`config.mk`:
```
export PLATFORM = sky130hd
export DESIGN_NAME = morse_rx_flat
export DESIGN_NICKNAME = d
export VERILOG_FILES = /design/src/rtl/morse_rx_if.sv /design/src/rtl/morse_rx.sv /design/src/flat_wrapper.sv
export SDC_FILE = /design/constraint.sdc
export NUM_CORES = 1
export LEC_CHECK = 0
export CAP_MARGIN = 10
export CORE_ASPECT_RATIO = 0.75
export CORE_MARGIN = 2
export CORE_UTILIZATION = 39
export CTS_CLUSTER_SIZE = 20
export DETAILED_ROUTE_END_ITERATION = 6
export PLACE_DENSITY_LB_ADDON = 0.05
export SETUP_SLACK_MARGIN = 0.3
export SYNTH_ARGS = -nofsm -noshare
export SYNTH_HDL_FRONTEND = slang
export SYNTH_SLANG_ARGS = --single-unit
export TNS_END_PERCENT = 5
```
`constraint.sdc`:
```
create_clock -name clock -period 2.15 [get_ports clock]
set_clock_uncertainty 0.1 [all_clocks]
set_input_delay 0.5375 -clock clock [delete_from_list [all_inputs] [get_ports clock]]
set_output_delay 0.5375 -clock clock [all_outputs]
set_load 0.01 [all_outputs]
```
`src/rtl/morse_rx_if.sv`:
```
// Signal bundle between the Morse receiver and whatever drives or observes it.
// Unit timing comes in with the serial stream; decoded letters go out.
interface morse_rx_if;
    logic       unit_tick;
    logic       din;
    logic [2:0] letter;
    logic       letter_valid;
    logic       letter_err;
    logic [2:0] sym_count;
    logic       busy;

    modport master (
        output unit_tick, din,
        input  letter, letter_valid, letter_err, sym_count, busy
    );

    modport slave (
        input  unit_tick, din,
        output letter, letter_valid, letter_err, sym_count, busy
    );
endinterface

```
`src/rtl/morse_rx.sv`:
```
// Serial Morse receiver: samples the encoder's LED line once per unit, splits
// marks into dots/dashes and decodes each letter back to the 3-bit switch code.
module morse_rx #(
    parameter int DASH_UNITS = 3,
    parameter int GAP_UNITS  = 3,
    parameter int MAX_SYMS   = 4
) (
    input  logic     clock,
    input  logic     reset,
    morse_rx_if.slave bus
);

    typedef enum logic [1:0] {IDLE, MARK, SPACE} state_t;

    localparam logic [2:0] DASH_RUN  = 3'(DASH_UNITS);
    localparam logic [2:0] GAP_RUN   = 3'(GAP_UNITS);
    localparam logic [2:0] MAX_COUNT = 3'(MAX_SYMS);

    // First symbol received ends up in the most significant used bit.
    localparam logic [MAX_SYMS-1:0] PAT_J = MAX_SYMS'(4'b0111);
    localparam logic [MAX_SYMS-1:0] PAT_K = MAX_SYMS'(3'b101);
    localparam logic [MAX_SYMS-1:0] PAT_L = MAX_SYMS'(4'b0100);
    localparam logic [MAX_SYMS-1:0] PAT_M = MAX_SYMS'(2'b11);
    localparam logic [MAX_SYMS-1:0] PAT_N = MAX_SYMS'(2'b10);
    localparam logic [MAX_SYMS-1:0] PAT_O = MAX_SYMS'(3'b111);
    localparam logic [MAX_SYMS-1:0] PAT_P = MAX_SYMS'(4'b0110);
    localparam logic [MAX_SYMS-1:0] PAT_Q = MAX_SYMS'(4'b1101);

    state_t              state, state_next;
    logic [2:0]          run, run_next, run_inc;
    logic [MAX_SYMS-1:0] syms, syms_next;
    logic [2:0]          sym_count, sym_count_next;
    logic                err_flag, err_next;
    logic                emit;
    logic [2:0]          letter_dec;
    logic                dec_miss;
    logic [2:0]          letter;
    logic                letter_valid;
    logic                letter_err;

    always_ff @(posedge clock or posedge reset) begin
        if (reset) begin
            state     <= IDLE;
            run       <= 3'd0;
            syms      <= '0;
            sym_count <= 3'd0;
            err_flag  <= 1'b0;
        end else if (bus.unit_tick) begin
            state     <= state_next;
            run       <= run_next;
            syms      <= syms_next;
            sym_count <= sym_count_next;
            err_flag  <= err_next;
        end
    end

    always_comb begin
        run_inc        = (run == 3'd7) ? run : run + 3'd1;
        state_next     = state;
        run_next       = run;
        syms_next      = syms;
        sym_count_next = sym_count;
        err_next       = err_flag;
        emit           = 1'b0;
        case (state)
            IDLE: begin
                if (bus.din) begin
                    state_next     = MARK;
                    run_next       = 3'd1;
                    syms_next      = '0;
                    sym_count_next = 3'd0;
                    err_next       = 1'b0;
                end
            end
            MARK: begin
                if (bus.din) begin
                    run_next = run_inc;
                end else begin
                    // Odd-length marks still occupy a slot so the symbol count stays honest.
                    if (sym_count == MAX_COUNT) begin
                        err_next = 1'b1;
                    end else begin
                        syms_next      = {syms[MAX_SYMS-2:0], (run == DASH_RUN)};
                        sym_count_next = sym_count + 3'd1;
                        if (run != 3'd1 && run != DASH_RUN) begin
                            err_next = 1'b1;
                        end
                    end
                    state_next = SPACE;
                    run_next   = 3'd1;
                end
            end
            SPACE: begin
                if (bus.din) begin
                    if (run != 3'd1) begin
                        err_next = 1'b1;
                    end
                    state_next = MARK;
                    run_next   = 3'd1;
                end else begin
                    run_next = run_inc;
                    if (run_inc == GAP_RUN) begin
                        emit       = bus.unit_tick;
                        state_next = IDLE;
                    end
                end
            end
            default: begin
                state_next = IDLE;
            end
        endcase
    end

    always_comb begin
        letter_dec = 3'b000;
        dec_miss   = 1'b0;
        case (sym_count)
            3'd2: begin
                if      (syms == PAT_M) letter_dec = 3'b100;
                else if (syms == PAT_N) letter_dec = 3'b101;
                else                    dec_miss   = 1'b1;
            end
            3'd3: begin
                if      (syms == PAT_K) letter_dec = 3'b010;
                else if (syms == PAT_O) letter_dec = 3'b110;
                else                    dec_miss   = 1'b1;
            end
            3'd4: begin
                if      (syms == PAT_J) letter_dec = 3'b001;
                else if (syms == PAT_L) letter_dec = 3'b011;
                else if (syms == PAT_P) letter_dec = 3'b111;
                else if (syms == PAT_Q) letter_dec = 3'b000;
                else                    dec_miss   = 1'b1;
            end
            default: dec_miss = 1'b1;
        endcase
    end

    // The valid pulse is not gated by unit_tick so it always lasts exactly one clock.
    always_ff @(posedge clock or posedge reset) begin
        if (reset) begin
            letter       <= 3'b000;
            letter_valid <= 1'b0;
            letter_err   <= 1'b0;
        end else begin
            letter_valid <= emit;
            if (emit) begin
                letter_err <= err_flag | dec_miss;
                letter     <= (err_flag | dec_miss) ? 3'b000 : letter_dec;
            end
        end
    end

    assign bus.letter       = letter;
    assign bus.letter_valid = letter_valid;
    assign bus.letter_err   = letter_err;
    assign bus.sym_count    = sym_count;
    assign bus.busy         = (state != IDLE);

endmodule
```
`src/flat_wrapper.sv`:
```
// flat-port wrapper written by rule: the top's interface ports become plain ports
module morse_rx_flat 
#(
    parameter int DASH_UNITS = 3,
    parameter int GAP_UNITS  = 3,
    parameter int MAX_SYMS   = 4
)
  (clock, reset, bus_unit_tick, bus_din, bus_letter, bus_letter_valid, bus_letter_err, bus_sym_count, bus_busy);
  morse_rx_if bus_i ();
  input  logic clock;
  input  logic reset;
  input wire logic [$bits(bus_i.unit_tick)-1:0] bus_unit_tick;
  input wire logic [$bits(bus_i.din)-1:0] bus_din;
  output wire logic [$bits(bus_i.letter)-1:0] bus_letter;
  output wire logic [$bits(bus_i.letter_valid)-1:0] bus_letter_valid;
  output wire logic [$bits(bus_i.letter_err)-1:0] bus_letter_err;
  output wire logic [$bits(bus_i.sym_count)-1:0] bus_sym_count;
  output wire logic [$bits(bus_i.busy)-1:0] bus_busy;
  assign bus_i.unit_tick = bus_unit_tick;
  assign bus_i.din = bus_din;
  assign bus_letter = bus_i.letter;
  assign bus_letter_valid = bus_i.letter_valid;
  assign bus_letter_err = bus_i.letter_err;
  assign bus_sym_count = bus_i.sym_count;
  assign bus_busy = bus_i.busy;
  morse_rx #(.DASH_UNITS(DASH_UNITS), .GAP_UNITS(GAP_UNITS), .MAX_SYMS(MAX_SYMS)) u_core (.clock(clock), .reset(reset), .bus(bus_i));
endmodule
```
==> flow_summary.ini <==
[outcome]
run_status = complete, no violations

[layout]
final_cells = 188
nets = 167
final_layout_size_suffix_gt1_share_pct = 22.7
syn2layout_area_growth_pct = 30.0
antennaDiodeCount = 0

[routing]
drtIter0Drc = 23
ant_nets = 0
route.detailed.wl_per_inst_um = 12.8
via_per_inst = 5.09
vias = 956
wirelength_um = 2420
post-route-drc-count = 0
drt-pass1-iter-count = 6

[placement]
io_buffers = 12
dp.cells = 181
gp_congestion = 0.784
place_hpwl_um = 1800
dp_slack_ns = -0.0405

[global_routing]
first_global_vias = 914
grt_max_degree = 19
grt_overflow = 0
antenna_found_initial = 0
grt_pass1_wl_um = 4200
grt_usage_pct = 16.0

[synthesis]
async_reset_ff_share_pct = 100
yosys-top-cells-count = dfrtp_1 (18), nand2_1 (15), inv_1 (14)
synthesis.nets = 139
post-synth-top-count-cell = dfrtp_1
ys_ff_latch = 18
synth_edf_count = 0
synth_area_sq_um = 1180
synth_top_cell_by_area = dfrtp_1
synthCells = 124
yosysSeqAreaShare_pct = 38.2
ys_types = 38
avgSynthCellArea_sq_um = 9.51
synthFlopType = dfrtp_1
ys_warn_count = 0
yosysTopAreaCellShare_pct = 38.2
ys_top_cells_by_area = dfrtp_1 (38%), ha_1 (12%), mux2i_1 (6.8%)

[floorplanning]
die_h_um = 51.6
core_sq_um = 2910
num_io_pins = 13
die-area_sq_um = 3480
start_util_pct = 40.4
chipWidth_um = 67.5
rows = 17

[clock_network]
worstSkewPairLatency_ns = 0.25
clock_sinks = 18
hold_buffers = 0
cts-buffers-inserted = 3
cts_root_buffer = clkbuf_8
ctsLongestPathBuffers = 2
clk_pin_slew_ns = 0.07
htreeDepth = 1
cts_tree = built

[setup_path]
cp-end-kind = primary output
required_ns = 1.51
crit_fanout = 5
worst_ep_arrival_time_ns = 1.22
crit_type = reg2out
crit_path_start_kind = register
r2r_cells = 6

[timing]
period_share_pct = 86.2
worst_slew_pin_slew_ns = 0.336
max_freq_mhz = 539
max_slew_margin_pct = 77.5
setup_viol = 0
rsz0062_at_grt = yes
post-route-min-period_ns = 1.85
report.final.slew_viol_count = 0
hold_viol = 0
setup_slack_ns = 0.296

[min_path]
hold_class = reg2reg
holdPathStages = 2

[run]
timing.max_cap.violations = 0

[power_and_ir_drop]
ir_drop_mv = 0.583
leakage_uw = 0.000714
power_density_nw_per_um2 = 1210
## power by group
| group | internal [uW] | switching [uW] | leakage, uW |
|---|---|---|---|
| sequential | 452 | 133 | 0.000236 |
| combinational | 527 | 508 | 0.000456 |
| clock | 124 | 104 | 0.0000216 |
## critical path, stage by stage (launching register included)
cell	delay, ns
dfrtp_1	0.39
inv_2	0.09
ha_4	0.16
inv_1	0.05
dlygate4sd2_1	0.27
## cell usage in the layout (no fill, tap or decap), types with 2 or more instances in the layout
cell,n
ha_4,2
nand3_1,3
mux2i_1,8
ha_1,7
o21a_1,2
nor3_1,2
dfrtp_2,2
nand2_1,14
inv_1,10
inv_2,4
o21ai_0,3
nand2b_1,4
dlygate4sd2_1,2
dfrtp_1,16
clkbuf_8,3
a41oi_1,2
clkdlybuf4s50_1,9
nor2b_1,3
o21ai_1,2
ha_2,2
a21oi_1,5
mux2_2,4
nor2_1,6
buf_4,13
## logic make-up after synthesis
| group | share of synthesized area (%) |
|---|---|
| and+or+nand+nor | 19.4 |
| AOI/OAI and AO/OA | 13.9 |
| DFF | 38.2 |
| muxes | 10.6 |
| buffers and inverters | 6.16 |
| adders and majority gates | 11.7 |
## layer usage
layer  routed length (um)  GRT usage, %  vias to the layer above
met5                    0             0                        -
met4                   25          4.08                        0
li1                     -             -                      485
met1                 1220          22.9                      446
met2                 1070          24.0                       21
met3                   97          3.90                        4
## final timing paths
check                                   endpoint            startpoint  slack, ns
setup / recovery                        bus_busy       u_core.state[0]       0.30
hold / removal              u_core.bus.letter[1]  u_core.bus.letter[1]       0.38
setup reg to reg                 u_core.err_flag       u_core.state[0]       0.31
hold reg to reg             u_core.bus.letter[1]  u_core.bus.letter[1]       0.38
max in group asynchronous          u_core.run[0]                 reset       1.23
min in group asynchronous  u_core.bus.letter_err                 reset       0.50
## cell type report
type                       count  area (sq um)
fill                         263          1380
tap                           38          47.5
multi-input combinational     89           701
inverter                      14          52.6
timing repair buffer          26           238
sequential                    18           453
clock buffer                   3          41.3
## repair_timing
| action | CTS | global route |
|---|---|---|
| gates cloned | 0 | 0 |
| pin swaps | 2 | 6 |
| gates resized for setup | 12 | 7 |
| buffers inserted | 2 | 2 |
| setup endpoints to repair | 13 | 18 |
## through the flow
stage / total power [uW] / TNS [ns] / hold WS (ns) / util [%] / cell area [sq um]
after floorplan: 1150 / 0 / 0.376 / - / 1180
after global placement: 1450 / -0.00331 / 0.363 / 48.5 / 1410
after detailed placement: 1470 / -0.0405 / 0.371 / 48.5 / 1410
after CTS: 1810 / 0 / 0.386 / 51.8 / 1510
after global routing: 2000 / 0 / 0.409 / 52.6 / 1530
final: 1850 / 0 / 0.379 / 52.6 / 1530
## flip-flops by register name, summed over array words and instances, names as in the netlist
signal,flops
u_core.bus.letter,3
u_core.bus.sym_count,3
u_core.bus.letter_valid,1
u_core.run,3
u_core.err_flag,1
u_core.bus.letter_err,1
u_core.syms,4
u_core.state,2
No activity file was read; power rests on OpenSTA's default activity.
==> edit (same flow settings) <==
Encoding of `state_t`: now one-hot (3 bits for 3 states).
--- a/src/rtl/morse_rx.sv
+++ b/src/rtl/morse_rx.sv
@@ -11,5 +11,5 @@
 );
 
-    typedef enum logic [1:0] {IDLE, MARK, SPACE} state_t;
+    typedef enum logic [2:0] {IDLE = 3'b001, MARK = 3'b010, SPACE = 3'b100} state_t;
 
     localparam logic [2:0] DASH_RUN  = 3'(DASH_UNITS);
Behaviour: no difference found for any inputs over 10 cycles, from zero or initial values and one cycle with reset high; not proved beyond that.
==> edit against the original RTL <==
The flow now finishes with violations (negative setup slack). Worst hold slack better by 0.0080 ns. Setup slack worse by 0.38 ns. Sequential cell count up 1. Clock power up 10%. Sequential power down 14%. Die area up 11%. Wire length up 27%. Via count up 19%. Final area up 11%. Synthesized area up 12%. Global-route usage up 2.0 points. Maximum frequency down 17%. Final cell count up 9.0%. Power down 15%.
==> edit: results (changes against the original RTL) <==
status: "finished, violations left"  # was finished, final reports clean
violations: "negative setup slack"
cp_top_family: "simple AND/OR/NAND/NOR gates"  # was buffers and inverters
n_all_buffers: 28  # was 26
place_area_um2: 1580  # was 1410 um2
drt_first_iter_violations: 85  # was 23
worstReg2RegStart: "u_core.run[0]"  # was u_core.state[0]
wl_mm: 3.07  # was 2.42 mm
setup_violations: 4  # was 0
worst_ir_drop_vdd_mv: 0.468  # was 0.583 mV
syn_to_final_growth_pct: 28.6  # was 30.0%
setup_tns_ns: -0.191  # was 0 ns
fin_ws_ns: -0.0836  # was 0.296 ns
wl_per_cell_um: 15.0  # was 12.8 um
seq_share_pct: 28.2  # was 29.6%
power_frac_comb_pct: 51.9  # was 56.0%
cts_setup_buffers: 0  # was 2
place_congestion: 0.826  # was 0.784
clockNetworkAreaShare_pct: 2.73  # was 2.69%
cp_max_fo: 4  # was 5
cp.arrival_ns: 2.29  # was 1.22 ns
grt_pass1_wl_mm: 5.41  # was 4.20 mm
synthXorXnorAreaFrac_pct: 0.664  # was 0%
muxShareOfSynthArea_pct: 4.93  # was 10.6%
drive_gt1_share_pct: 26.7  # was 22.7%
cts_resized: 14  # was 12
synth_cell_types: 51  # was 38
multi_input_cells: 101  # was 89
syn_area_per_cell_um2: 9.36  # was 9.51 um2
p_per_area_nw_per_um2: 923  # was 1210 nW/um2
nFillCells: 295  # was 263
==> edit: logic make-up (layout without fill, tap and decap cells) <==
kind of cell,after synthesis,after routing
AO/OA/AOI/OAI,37,37
adder cells (fa/ha/maj),6,6
XOR/XNOR,1,1
AND/OR/NAND/NOR,51,51
multiplexers,6,6
buffers and inverters,21,45
flip-flops,19,19
==> edit: final timing paths <==
path	to	cells past startpoint	slack, ns
setup / recovery	u_core.bus.letter[2]	6	-0.08
max in group asynchronous	u_core.state[0]	3	1.18
setup reg to reg	u_core.bus.letter[2]	6	-0.08
min in group asynchronous	u_core.err_flag	3	0.50
hold / removal	u_core.bus.letter[1]	2	0.39
hold reg to reg	u_core.bus.letter[1]	2	0.39
==> edit: metal layers <==
metal | part of all wire, % | track usage [%] | up-vias
li1 | - | - | 562
met5 | 0 | 0 | -
met3 | 4.8 | 4.05 | 4
met4 | 0.68 | 5.66 | 0
met2 | 42 | 25.9 | 29
met1 | 52 | 26.6 | 547
